`config.mk`:
```
export PLATFORM = sky130hd
export DESIGN_NAME = div_seq
export DESIGN_NICKNAME = d
export VERILOG_FILES = /design/src/rtl/div_seq_pkg.sv /design/src/rtl/div_step.sv /design/src/rtl/div_seq.sv
export SDC_FILE = /design/constraint.sdc
export NUM_CORES = 1
export LEC_CHECK = 0
export CAP_MARGIN = 20
export CORE_ASPECT_RATIO = 0.5
export CORE_MARGIN = 2
export CORE_UTILIZATION = 50
export DETAILED_ROUTE_END_ITERATION = 16
export PLACE_DENSITY = 0.72
export RECOVER_POWER = 50
export SYNTH_ARGS = -nofsm -noshare
export SYNTH_HDL_FRONTEND = slang
export SYNTH_SLANG_ARGS = --single-unit
```
`constraint.sdc`:
```
create_clock -name i_clk -period 7 [get_ports i_clk]
set_input_delay 0.7 -clock i_clk [delete_from_list [all_inputs] [get_ports i_clk]]
set_output_delay 0.7 -clock i_clk [all_outputs]
set_load 0.02 [all_outputs]
```
`src/rtl/div_seq_pkg.sv`:
```
// Shared definitions for the iterative divider: op codes, FSM states and
// operand helpers used by div_seq and div_step.
package div_seq_pkg;

  localparam int unsigned DIV_W = 32;

  localparam logic [1:0] DIV_OP_DIV  = 2'd0;
  localparam logic [1:0] DIV_OP_DIVU = 2'd1;
  localparam logic [1:0] DIV_OP_REM  = 2'd2;
  localparam logic [1:0] DIV_OP_REMU = 2'd3;

  typedef enum logic [1:0] {
    DIV_ST_IDLE   = 2'd0,
    DIV_ST_RUN    = 2'd1,
    DIV_ST_FINISH = 2'd2
  } div_state_e;

  function automatic logic is_signed_op(input logic [1:0] op);
    return (op == DIV_OP_DIV) || (op == DIV_OP_REM);
  endfunction

  function automatic logic is_rem_op(input logic [1:0] op);
    return (op == DIV_OP_REM) || (op == DIV_OP_REMU);
  endfunction

  // 0x80000000 maps to itself, which is the correct unsigned magnitude.
  function automatic logic [DIV_W-1:0] abs32(input logic [DIV_W-1:0] v);
    return v[DIV_W-1] ? (~v + 32'd1) : v;
  endfunction

endpackage

```
`src/rtl/div_step.sv`:
```
// One combinational radix-2 restoring division iteration.
module div_step
  import div_seq_pkg::*;
(
  input  logic [DIV_W:0]   i_rem,
  input  logic [DIV_W-1:0] i_quo,
  input  logic [DIV_W-1:0] i_divisor,
  output logic [DIV_W:0]   o_rem,
  output logic [DIV_W-1:0] o_quo
);

  logic [DIV_W+1:0] w_shift;
  logic [DIV_W+1:0] w_trial;
  logic             w_ge;

  // One extra bit of headroom keeps the borrow visible in w_trial's MSB.
  assign w_shift = {i_rem, i_quo[DIV_W-1]};
  assign w_trial = w_shift - {2'b00, i_divisor};
  assign w_ge    = ~w_trial[DIV_W+1];

  assign o_rem = w_ge ? w_trial[DIV_W:0] : w_shift[DIV_W:0];
  assign o_quo = {i_quo[DIV_W-2:0], w_ge};

endmodule

```
`src/rtl/div_seq.sv`:
```
// Iterative 32-bit DIV/DIVU/REM/REMU sequencer with stall and flush.
// Optional macro DIV_SPECIAL_FAST_EN: divide-by-zero and signed overflow skip the loop.
module div_seq
  import div_seq_pkg::*;
(
  input  logic             i_clk,
  input  logic             i_rst_n,
  input  logic             i_start,
  input  logic [1:0]       i_op,
  input  logic [DIV_W-1:0] i_dividend,
  input  logic [DIV_W-1:0] i_divisor,
  input  logic             i_flush,
  output logic             o_busy,
  output logic             o_done,
  output logic [DIV_W-1:0] o_result
);

  div_state_e       r_state;
  logic [1:0]       r_op;
  logic [DIV_W-1:0] r_divisor;
  logic [DIV_W:0]   r_rem;
  logic [DIV_W-1:0] r_quo;
  logic [4:0]       r_cnt;
  logic             r_neg_q;
  logic             r_neg_r;
  logic             r_special;
  logic [DIV_W-1:0] r_spec_res;
  logic             r_busy;
  logic             r_done;
  logic [DIV_W-1:0] r_result;

  logic             w_signed;
  logic             w_div0;
  logic             w_ovf;
  logic [DIV_W-1:0] w_spec_res;
  logic [DIV_W:0]   w_rem_nxt;
  logic [DIV_W-1:0] w_quo_nxt;
  logic [DIV_W-1:0] w_q_out;
  logic [DIV_W-1:0] w_r_out;

  assign w_signed = is_signed_op(i_op);
  assign w_div0   = (i_divisor == '0);
  assign w_ovf    = w_signed && (i_dividend == 32'h8000_0000) && (i_divisor == 32'hFFFF_FFFF);

  // Architecturally mandated results, captured at start so FINISH can override.
  assign w_spec_res = is_rem_op(i_op) ? (w_div0 ? i_dividend : '0)
                                      : (w_div0 ? 32'hFFFF_FFFF : 32'h8000_0000);

  div_step u_step (
    .i_rem     (r_rem),
    .i_quo     (r_quo),
    .i_divisor (r_divisor),
    .o_rem     (w_rem_nxt),
    .o_quo     (w_quo_nxt)
  );

  assign w_q_out = r_neg_q ? (~r_quo + 32'd1) : r_quo;
  assign w_r_out = r_neg_r ? (~r_rem[DIV_W-1:0] + 32'd1) : r_rem[DIV_W-1:0];

  always_ff @(posedge i_clk or negedge i_rst_n) begin
    if (!i_rst_n) begin
      r_state    <= DIV_ST_IDLE;
      r_op       <= '0;
      r_divisor  <= '0;
      r_rem      <= '0;
      r_quo      <= '0;
      r_cnt      <= '0;
      r_neg_q    <= 1'b0;
      r_neg_r    <= 1'b0;
      r_special  <= 1'b0;
      r_spec_res <= '0;
      r_busy     <= 1'b0;
      r_done     <= 1'b0;
      r_result   <= '0;
    end else begin
      r_done <= 1'b0;
      if (i_flush) begin
        r_state <= DIV_ST_IDLE;
        r_busy  <= 1'b0;
      end else begin
        case (r_state)
          DIV_ST_IDLE: begin
            r_busy <= 1'b0;
            if (i_start) begin
              r_op       <= i_op;
              r_divisor  <= w_signed ? abs32(i_divisor) : i_divisor;
              r_quo      <= w_signed ? abs32(i_dividend) : i_dividend;
              r_neg_q    <= w_signed & (i_dividend[DIV_W-1] ^ i_divisor[DIV_W-1]);
              r_neg_r    <= w_signed & i_dividend[DIV_W-1];
              r_rem      <= '0;
              r_cnt      <= '0;
              r_special  <= w_div0 | w_ovf;
              r_spec_res <= w_spec_res;
              r_busy     <= 1'b1;
`ifdef DIV_SPECIAL_FAST_EN
              r_state    <= (w_div0 | w_ovf) ? DIV_ST_FINISH : DIV_ST_RUN;
`else
              r_state    <= DIV_ST_RUN;
`endif
            end
          end
          DIV_ST_RUN: begin
            r_rem <= w_rem_nxt;
            r_quo <= w_quo_nxt;
            r_cnt <= r_cnt + 5'd1;
            if (r_cnt == 5'd31) r_state <= DIV_ST_FINISH;
          end
          DIV_ST_FINISH: begin
            // busy stays high through the done cycle; IDLE drops it afterwards.
            if (r_special)            r_result <= r_spec_res;
            else if (is_rem_op(r_op)) r_result <= w_r_out;
            else                      r_result <= w_q_out;
            r_done  <= 1'b1;
            r_state <= DIV_ST_IDLE;
          end
          default: r_state <= DIV_ST_IDLE;
        endcase
      end
    end
  end

  assign o_busy   = r_busy;
  assign o_done   = r_done;
  assign o_result = r_result;

endmodule
```
==> results of run 1 <==
[stage by stage]
| step | power (W) | instance area [um2] | setup WS [ns] |
|---|---|---|---|
| 2_1_floorplan | 0.001839 | 12200 | 4.045 |
| 3_3_place_gp | 0.002095 | 13370 | 3.059 |
| 3_5_place_dp | 0.002127 | 13370 | 2.980 |
| 4_1_cts | 0.003023 | 13910 | 3.433 |
| 5_1_grt | 0.003198 | 13910 | 2.836 |
| 6_report | 0.003022 | 13910 | 3.156 |
[power by group through the flow]
stage          combinational, W  clock (W)  sequential [W]
2_1_floorplan          0.000656          0         0.00118
3_3_place_gp           0.000835          0         0.00126
3_5_place_dp           0.000859          0         0.00127
4_1_cts                0.000865   0.000909         0.00125
5_1_grt                0.000990   0.000957         0.00125
6_report               0.000891   0.000895         0.00124
[layer usage]
| layer | GRT usage | wire [um] |
|---|---|---|
| met2 | 0.4317 | 15460 |
| met4 | 0.07196 | 542 |
| met5 | 0 | 0 |
| met3 | 0.05440 | 2222 |
| met1 | 0.3927 | 16440 |
[final timing paths]
check,cells past startpoint,from,endpoint,slack [ns]
max in group asynchronous,2,i_rst_n,r_op[1],5.05
worst max register to register,11,r_rem[5],r_rem[10],3.51
min in group i_clk,2,r_spec_res[25],r_spec_res[25],0.48
worst min register to register,2,r_spec_res[25],r_spec_res[25],0.48
worst max-delay path,5,i_flush,o_result[18],3.16
worst min-delay path,1,i_rst_n,r_divisor[5],0.38
[logic make-up after synthesis]
family,after synthesis
and+or+nand+nor,485
AOI/OAI and AO/OA,463
DFF,174
buffers and inverters,144
xor gates and xnor gates,142
adders and majority gates,40
muxes,33
[placed cells by master (no fill, tap or decap), types with 7 or more instances in the layout]
master / synthesis / layout
o41ai_1: 12 / 12
a211oi_1: 24 / 24
ha_1: 39 / 39
clkbuf_16: 0 / 17
or4_1: 14 / 14
mux2i_1: 32 / 32
or3_1: 20 / 20
o211ai_1: 12 / 12
xnor2_1: 70 / 70
nand2_1: 191 / 191
inv_1: 59 / 59
nand4_1: 12 / 12
dlygate4sd3_1: 0 / 36
nor2b_1: 37 / 36
xor2_1: 72 / 72
buf_4: 3 / 8
nand2b_1: 12 / 12
a31oi_1: 8 / 8
nor4_1: 9 / 9
nor2_1: 122 / 122
dfrtp_1: 174 / 172
a21oi_1: 134 / 134
nor3_1: 21 / 20
o31ai_1: 63 / 63
o21a_1: 9 / 9
o21ai_0: 145 / 144
clkdlybuf4s50_1: 0 / 66
a32oi_1: 8 / 8
and3_1: 7 / 7
nand3_1: 12 / 12
a21o_1: 9 / 9
[critical path, stage by stage]
cell and delay [ns]:
dlygate4sd3_1 0.64, nor3b_1 0.22, clkbuf_1 1.85, o211ai_1 0.46, o21a_1 0.26
[final cells by class]
class	count	area share
well taps	315	0.02833
clock inverters	13	0.007646
inverters	59	0.01592
clock buffers	19	0.03112
multi-input cells	1163	0.5233
repair buffers	114	0.08051
flip-flops and latches	174	0.3132
[registers in the layout, indices dropped and copies added, names as in the netlist]
| signal | count |
|---|---|
| r_special | 1 |
| r_cnt | 5 |
| r_spec_res | 32 |
| o_busy | 1 |
| r_neg_q | 1 |
| r_divisor | 32 |
| o_result | 32 |
| r_rem | 33 |
| r_neg_r | 1 |
| r_state | 2 |
| r_quo | 32 |
| o_done | 1 |
| r_op | 1 |
==> impl_metrics.json, run 1 <==
{
  "run_status": "finished, violations left",
  "violations": "max-capacitance violations, max-slew violations",
  "clock_latency_ns": 0.44,
  "core_area_um2": 23970,
  "register_area_um2": 4357,
  "cts_buffers": 17,
  "async_flop_share": 1.000,
  "syn-instance-count": 1481,
  "totalWireLength_um": 34660,
  "p_leak_nw": 5.944,
  "fmax_ghz": 0.2602,
  "yosys.area_share.adder": 0.04162,
  "intPower_w": 0.001915,
  "fillCellCount": 2149,
  "wl_per_cell_um": 18.66,
  "vdd_ir_drop_max_mv": 0.1740,
  "synth_enable_flop_cells": 0,
  "cts_resized": 0,
  "firstDrtPassIters": 5,
  "fp.dieW_um": 224.9,
  "timing.final.hold_violations": 0,
  "hold_path_class": "input pin to asynchronous set/reset pin",
  "critPathRequiredTime_ns": 7.33,
  "fp-row-count": 40,
  "path_max_fanout": 64,
  "place_congestion": 0.9402,
  "worst_pin_slew_ns": 2.583,
  "min_period_ns": 3.844,
  "worst_ep_arrival_time_ns": 4.17,
  "vias_per_cell": 5.963,
  "vias": 11070,
  "worstSetupPathType": "input pin to flip-flop",
  "yosys-top-cells-count": "nand2_1 (191), dfrtp_1 (174), o21ai_0 (145)",
  "cts_tree": "built",
  "synth_top_family_by_area": "compound AO/OA/AOI/OAI gates",
  "final-instance-count-excl-fill": 1857,
  "synth_cell_types": 70,
  "synth_top_area_frac": 0.3568,
  "worst_setup_path_start_kind": "input pin",
  "fin_crit_sh": 0.5491,
  "placed_cells": 1824,
  "powerDensity_nw_per_um2": 217.2,
  "synthMuxAreaShare": 0.02717,
  "ys_ff_latch": 174,
  "first_iter_violations": 1087,
  "yosysMostFrequentCell": "nand2_1",
  "synth.largest_area_cell": "dfrtp_1",
  "ioPinCount": 104,
  "syn_to_final_growth_pct": 13.97,
  "setup_tns_ns": 0,
  "setup_viol": 0,
  "nets": 1639,
  "grt_pass1_vias": 10440,
  "drtAntennaViolNets": 0,
  "netlist_area_um2": 12200,
  "synthXorXnorAreaFrac": 0.1019,
  "grt_use_total": 0.2758,
  "drv_slew": 130,
  "syn-num-nets": 1591,
  "synthTopCellsByArea": "dfrtp_1 (36%), o21ai_0 (5.9%), nand2_1 (5.9%)",
  "drive_above_1_share": 0.04475,
  "crit_path_end_kind": "flip-flop",
  "diodes": 0,
  "synth-compound-area-share": 0.2352,
  "grt_max_degree": 105,
  "yosys_warnings": 0,
  "dp_hpwl_um": 25570,
  "htreeDepth": 4,
  "portBuffers": 103,
  "clockBufferDepth": 2,
  "yosys.area_share.simple": 0.1880,
  "start_util": 0.5091,
  "drc": 0,
  "clkPwrFrac": 0.296,
  "dieArea_um2": 25750,
  "antenna_found_initial": 0,
  "comb_power_share": 0.295,
  "seq_area_frac_synth": 0.3568,
  "postCtsHoldBufs": 0,
  "multi_input_area_um2": 7278,
  "post_cts_buffers": 0,
  "maxCapViolations": 2,
  "rsz0062_at_grt": "no",
  "seq_power_share": 0.409,
  "skew_ns": 0.01045,
  "synth-main-ff-cell": "dfrtp_1",
  "postSynthAreaPerCell_um2": 8.241,
  "whs_ns": 0.3809,
  "cts_num_sinks": 174,
  "gr-total-overflow": 0,
  "die_h_um": 114.5,
  "grt_first_pass_wirelength_um": 55810,
  "cts-root-buf": "clkbuf_16",
  "slew_headroom": -0.7222,
  "p_switching_w": 0.001107,
  "clkSlewWorstSetupHoldPaths_ns": 0.07,
  "fin_util": 0.5802,
  "p_sw_frac": 0.3663
}
Power figures use the tool's default switching activity.
==> run 2, diff against run 1 <==
--- a/config.mk
+++ b/config.mk
@@ -10,7 +10,7 @@
 export CORE_MARGIN = 2
 export CORE_UTILIZATION = 50
 export DETAILED_ROUTE_END_ITERATION = 16
-export PLACE_DENSITY = 0.72
+export PLACE_DENSITY = 0.75
 export RECOVER_POWER = 50
 export SYNTH_ARGS = -nofsm -noshare
 export SYNTH_HDL_FRONTEND = slang
==> constraint.sdc (replaced) <==
create_clock -name i_clk -period 3.34 [get_ports i_clk]
set_input_delay 0.334 -clock i_clk [delete_from_list [all_inputs] [get_ports i_clk]]
set_output_delay 0.334 -clock i_clk [all_outputs]
set_load 0.02 [all_outputs]
==> run 2 against run 1 <==
  * Cell area increased by 3.2%
  * Clock skew decreased by 0.0016 ns
  * Worst setup slack got worse by 3.0 ns
  * Critical path depth increased by 4
  * Flip-flop and latch count unchanged
  * Worst hold slack improved by 0.099 ns
  * Total power increased by 120%
  * Critical endpoint is now o_result[25]
  * The flow still finishes with violations (max-capacitance violations, max-slew violations)
  * Non-clock buffer count increased by 46
==> impl_metrics.json, run 2 (synthesis results as in run 1) <==
{
  "run_status": "finished, violations left",
  "violations": "max-capacitance violations, max-slew violations",
  "worst_path_max_delay_cell": "or4_1",
  "core_area_um2": 23970,
  "place_congestion": 0.9574,
  "crit_path_end_kind": "flip-flop",
  "portBuffers": 103,
  "p_sw_frac": 0.3687,
  "maxCapViolations": 1,
  "slew_headroom": -0.2206,
  "post_dp_cell_area_um2": 13730,
  "setup_tns_ns": 0,
  "wl_per_cell_um": 18.71,
  "grt_first_pass_wirelength_um": 57110,
  "hold_path_class": "flip-flop to flip-flop",
  "htreeDepth": 4,
  "grt_pass1_vias": 10760,
  "clock_latency_ns": 0.45,
  "rsz0062_at_grt": "no",
  "worst_ep_arrival_time_ns": 3.47,
  "final_common_cell": "nand2_1",
  "crit_chain": "or4_1, or4_1, nor3_2, nand3_2, o31ai_1, xor2_1, a211oi_1, a21oi_1, a21oi_1",
  "final_cell_mix": "nand2_1 (191), dfrtp_1 (172), o21ai_0 (143), a21oi_1 (134), nor2_1 (122)",
  "p_switching_w": 0.002444,
  "die_h_um": 114.5,
  "vias_per_cell": 5.955,
  "register_area_um2": 4357,
  "cts_num_sinks": 174,
  "fin_crit_sh": 0.9463,
  "clockBufferDepth": 2,
  "fmax_ghz": 0.3164,
  "nets": 1685,
  "p_leak_nw": 6.141,
  "min_period_ns": 3.161,
  "dp_hpwl_um": 26610,
  "critPathRequiredTime_ns": 3.65,
  "setup_viol": 0,
  "syn_to_final_growth_pct": 17.65,
  "firstDrtPassIters": 6,
  "worstSetupPathType": "flip-flop to flip-flop",
  "drive_above_1_share": 0.07620,
  "clkPwrFrac": 0.317,
  "ioPinCount": 104,
  "comb_power_share": 0.292,
  "fp.dieW_um": 224.9,
  "dieArea_um2": 25750,
  "final_cell_area_um2": 14360,
  "fin_ws_ns": 0.1794,
  "placed_cells": 1869,
  "cts_buffers": 17,
  "start_util": 0.5091,
  "post_cts_buffers": 0,
  "gr-total-overflow": 0,
  "critPathMaxStageDelay_ns": 0.60,
  "critPathTopFamily": "simple AND/OR/NAND/NOR gates",
  "grt_use_total": 0.2835,
  "powerDensity_nw_per_um2": 461.5,
  "diodes": 0,
  "worst_pin_slew_ns": 1.831,
  "final-instance-count-excl-fill": 1903,
  "drc": 0,
  "seq_power_share": 0.391,
  "first_iter_violations": 1240,
  "worst_setup_path_start_kind": "flip-flop",
  "timing.final.hold_violations": 0,
  "top_register": "r_rem",
  "multi_input_area_um2": 7302,
  "cts_tree": "built",
  "path_max_fanout": 6,
  "vias": 11330,
  "totalWireLength_um": 35610,
  "largest_reg_flops": 33,
  "grt_max_degree": 126,
  "intPower_w": 0.004183,
  "vdd_ir_drop_max_mv": 0.3549,
  "cts-root-buf": "clkbuf_16",
  "critPathBufInv": 0,
  "fin_util": 0.5990,
  "drtAntennaViolNets": 0,
  "skew_ns": 0.008814,
  "fp-row-count": 40,
  "drv_slew": 74,
  "fillCellCount": 2061,
  "antenna_found_initial": 1,
  "clkSlewWorstSetupHoldPaths_ns": 0.07,
  "place_ws_ns": 0.02047
}
[run 2: cell count changes in the layout (fill, tap and decap cells not counted), sizes merged, moves of 3 or more]
| cell | before | now |
|---|---|---|
| buf | 10 | 50 |
| clkdlybuf4s50 | 66 | 92 |
| dlygate4sd3 | 36 | 11 |
| clkbuf | 21 | 25 |
| inv | 64 | 68 |
| clkinvlp | 3 | 0 |
[run 2: power by group through the flow]
stage          Combinational [W]  Sequential (W)  Clock, W
5_1_grt                  0.00214         0.00263   0.00219
4_1_cts                  0.00191         0.00258   0.00212
3_5_place_dp             0.00190         0.00262         0
2_1_floorplan            0.00137         0.00248         0
3_3_place_gp             0.00185         0.00261         0
6_report                 0.00193         0.00259   0.00210
[run 2: worst paths after layout]
kind	from	end	slack, ns	depth (start not counted)
max in group asynchronous	i_rst_n	r_op[1]	0.67	3
hold reg to reg	r_spec_res[23]	r_spec_res[23]	0.48	2
setup / recovery	r_rem[12]	o_result[25]	0.18	9
hold / removal	r_spec_res[23]	r_spec_res[23]	0.48	2
setup reg to reg	r_rem[12]	o_result[25]	0.18	9
min in group asynchronous	i_rst_n	r_divisor[10]	0.90	2
[run 2: layout make-up]
class | instances | area share
Clock inverter | 14 | 0.01176
Sequential cell | 174 | 0.3034
Clock buffer | 18 | 0.03059
Tap cell | 315 | 0.02745
Multi-Input combinational cell | 1163 | 0.5085
Timing Repair Buffer | 160 | 0.1028
Inverter | 59 | 0.01542
[run 2: per-stage QoR]
step / power (W) / hold WS [ns]
global route: 0.006963 / 0.5021
finish: 0.006627 / 0.4799
floorplan: 0.003854 / 0.03841
global placement: 0.004464 / 0.3847
CTS: 0.006613 / 0.4765
detailed placement: 0.004525 / 0.3910
[run 2: routing by layer]
layer / share of wire / vias up / routed length (um) / global-route usage
met2: 0.44 / 432 / 15780 / 0.4377
met4: 0.024 / 0 / 850 / 0.1002
li1: - / 5432 / - / -
met5: 0 / - / 0 / 0
met1: 0.46 / 5408 / 16400 / 0.4081
met3: 0.072 / 60 / 2582 / 0.04106
[run 2: what timing repair did]
action | 4_1_cts | 5_1_grt
hold buffers | 1 | 0
endpoints found under the hold margin | 69 | 0
endpoints found under the setup margin | 0 | 8
resized for setup | 0 | 4
[run 2: worst min-delay path, stage by stage (launching register included)]
cell and delay [ns]:
dfrtp_1 0.35, nand2_1 0.05, nand2_1 0.05
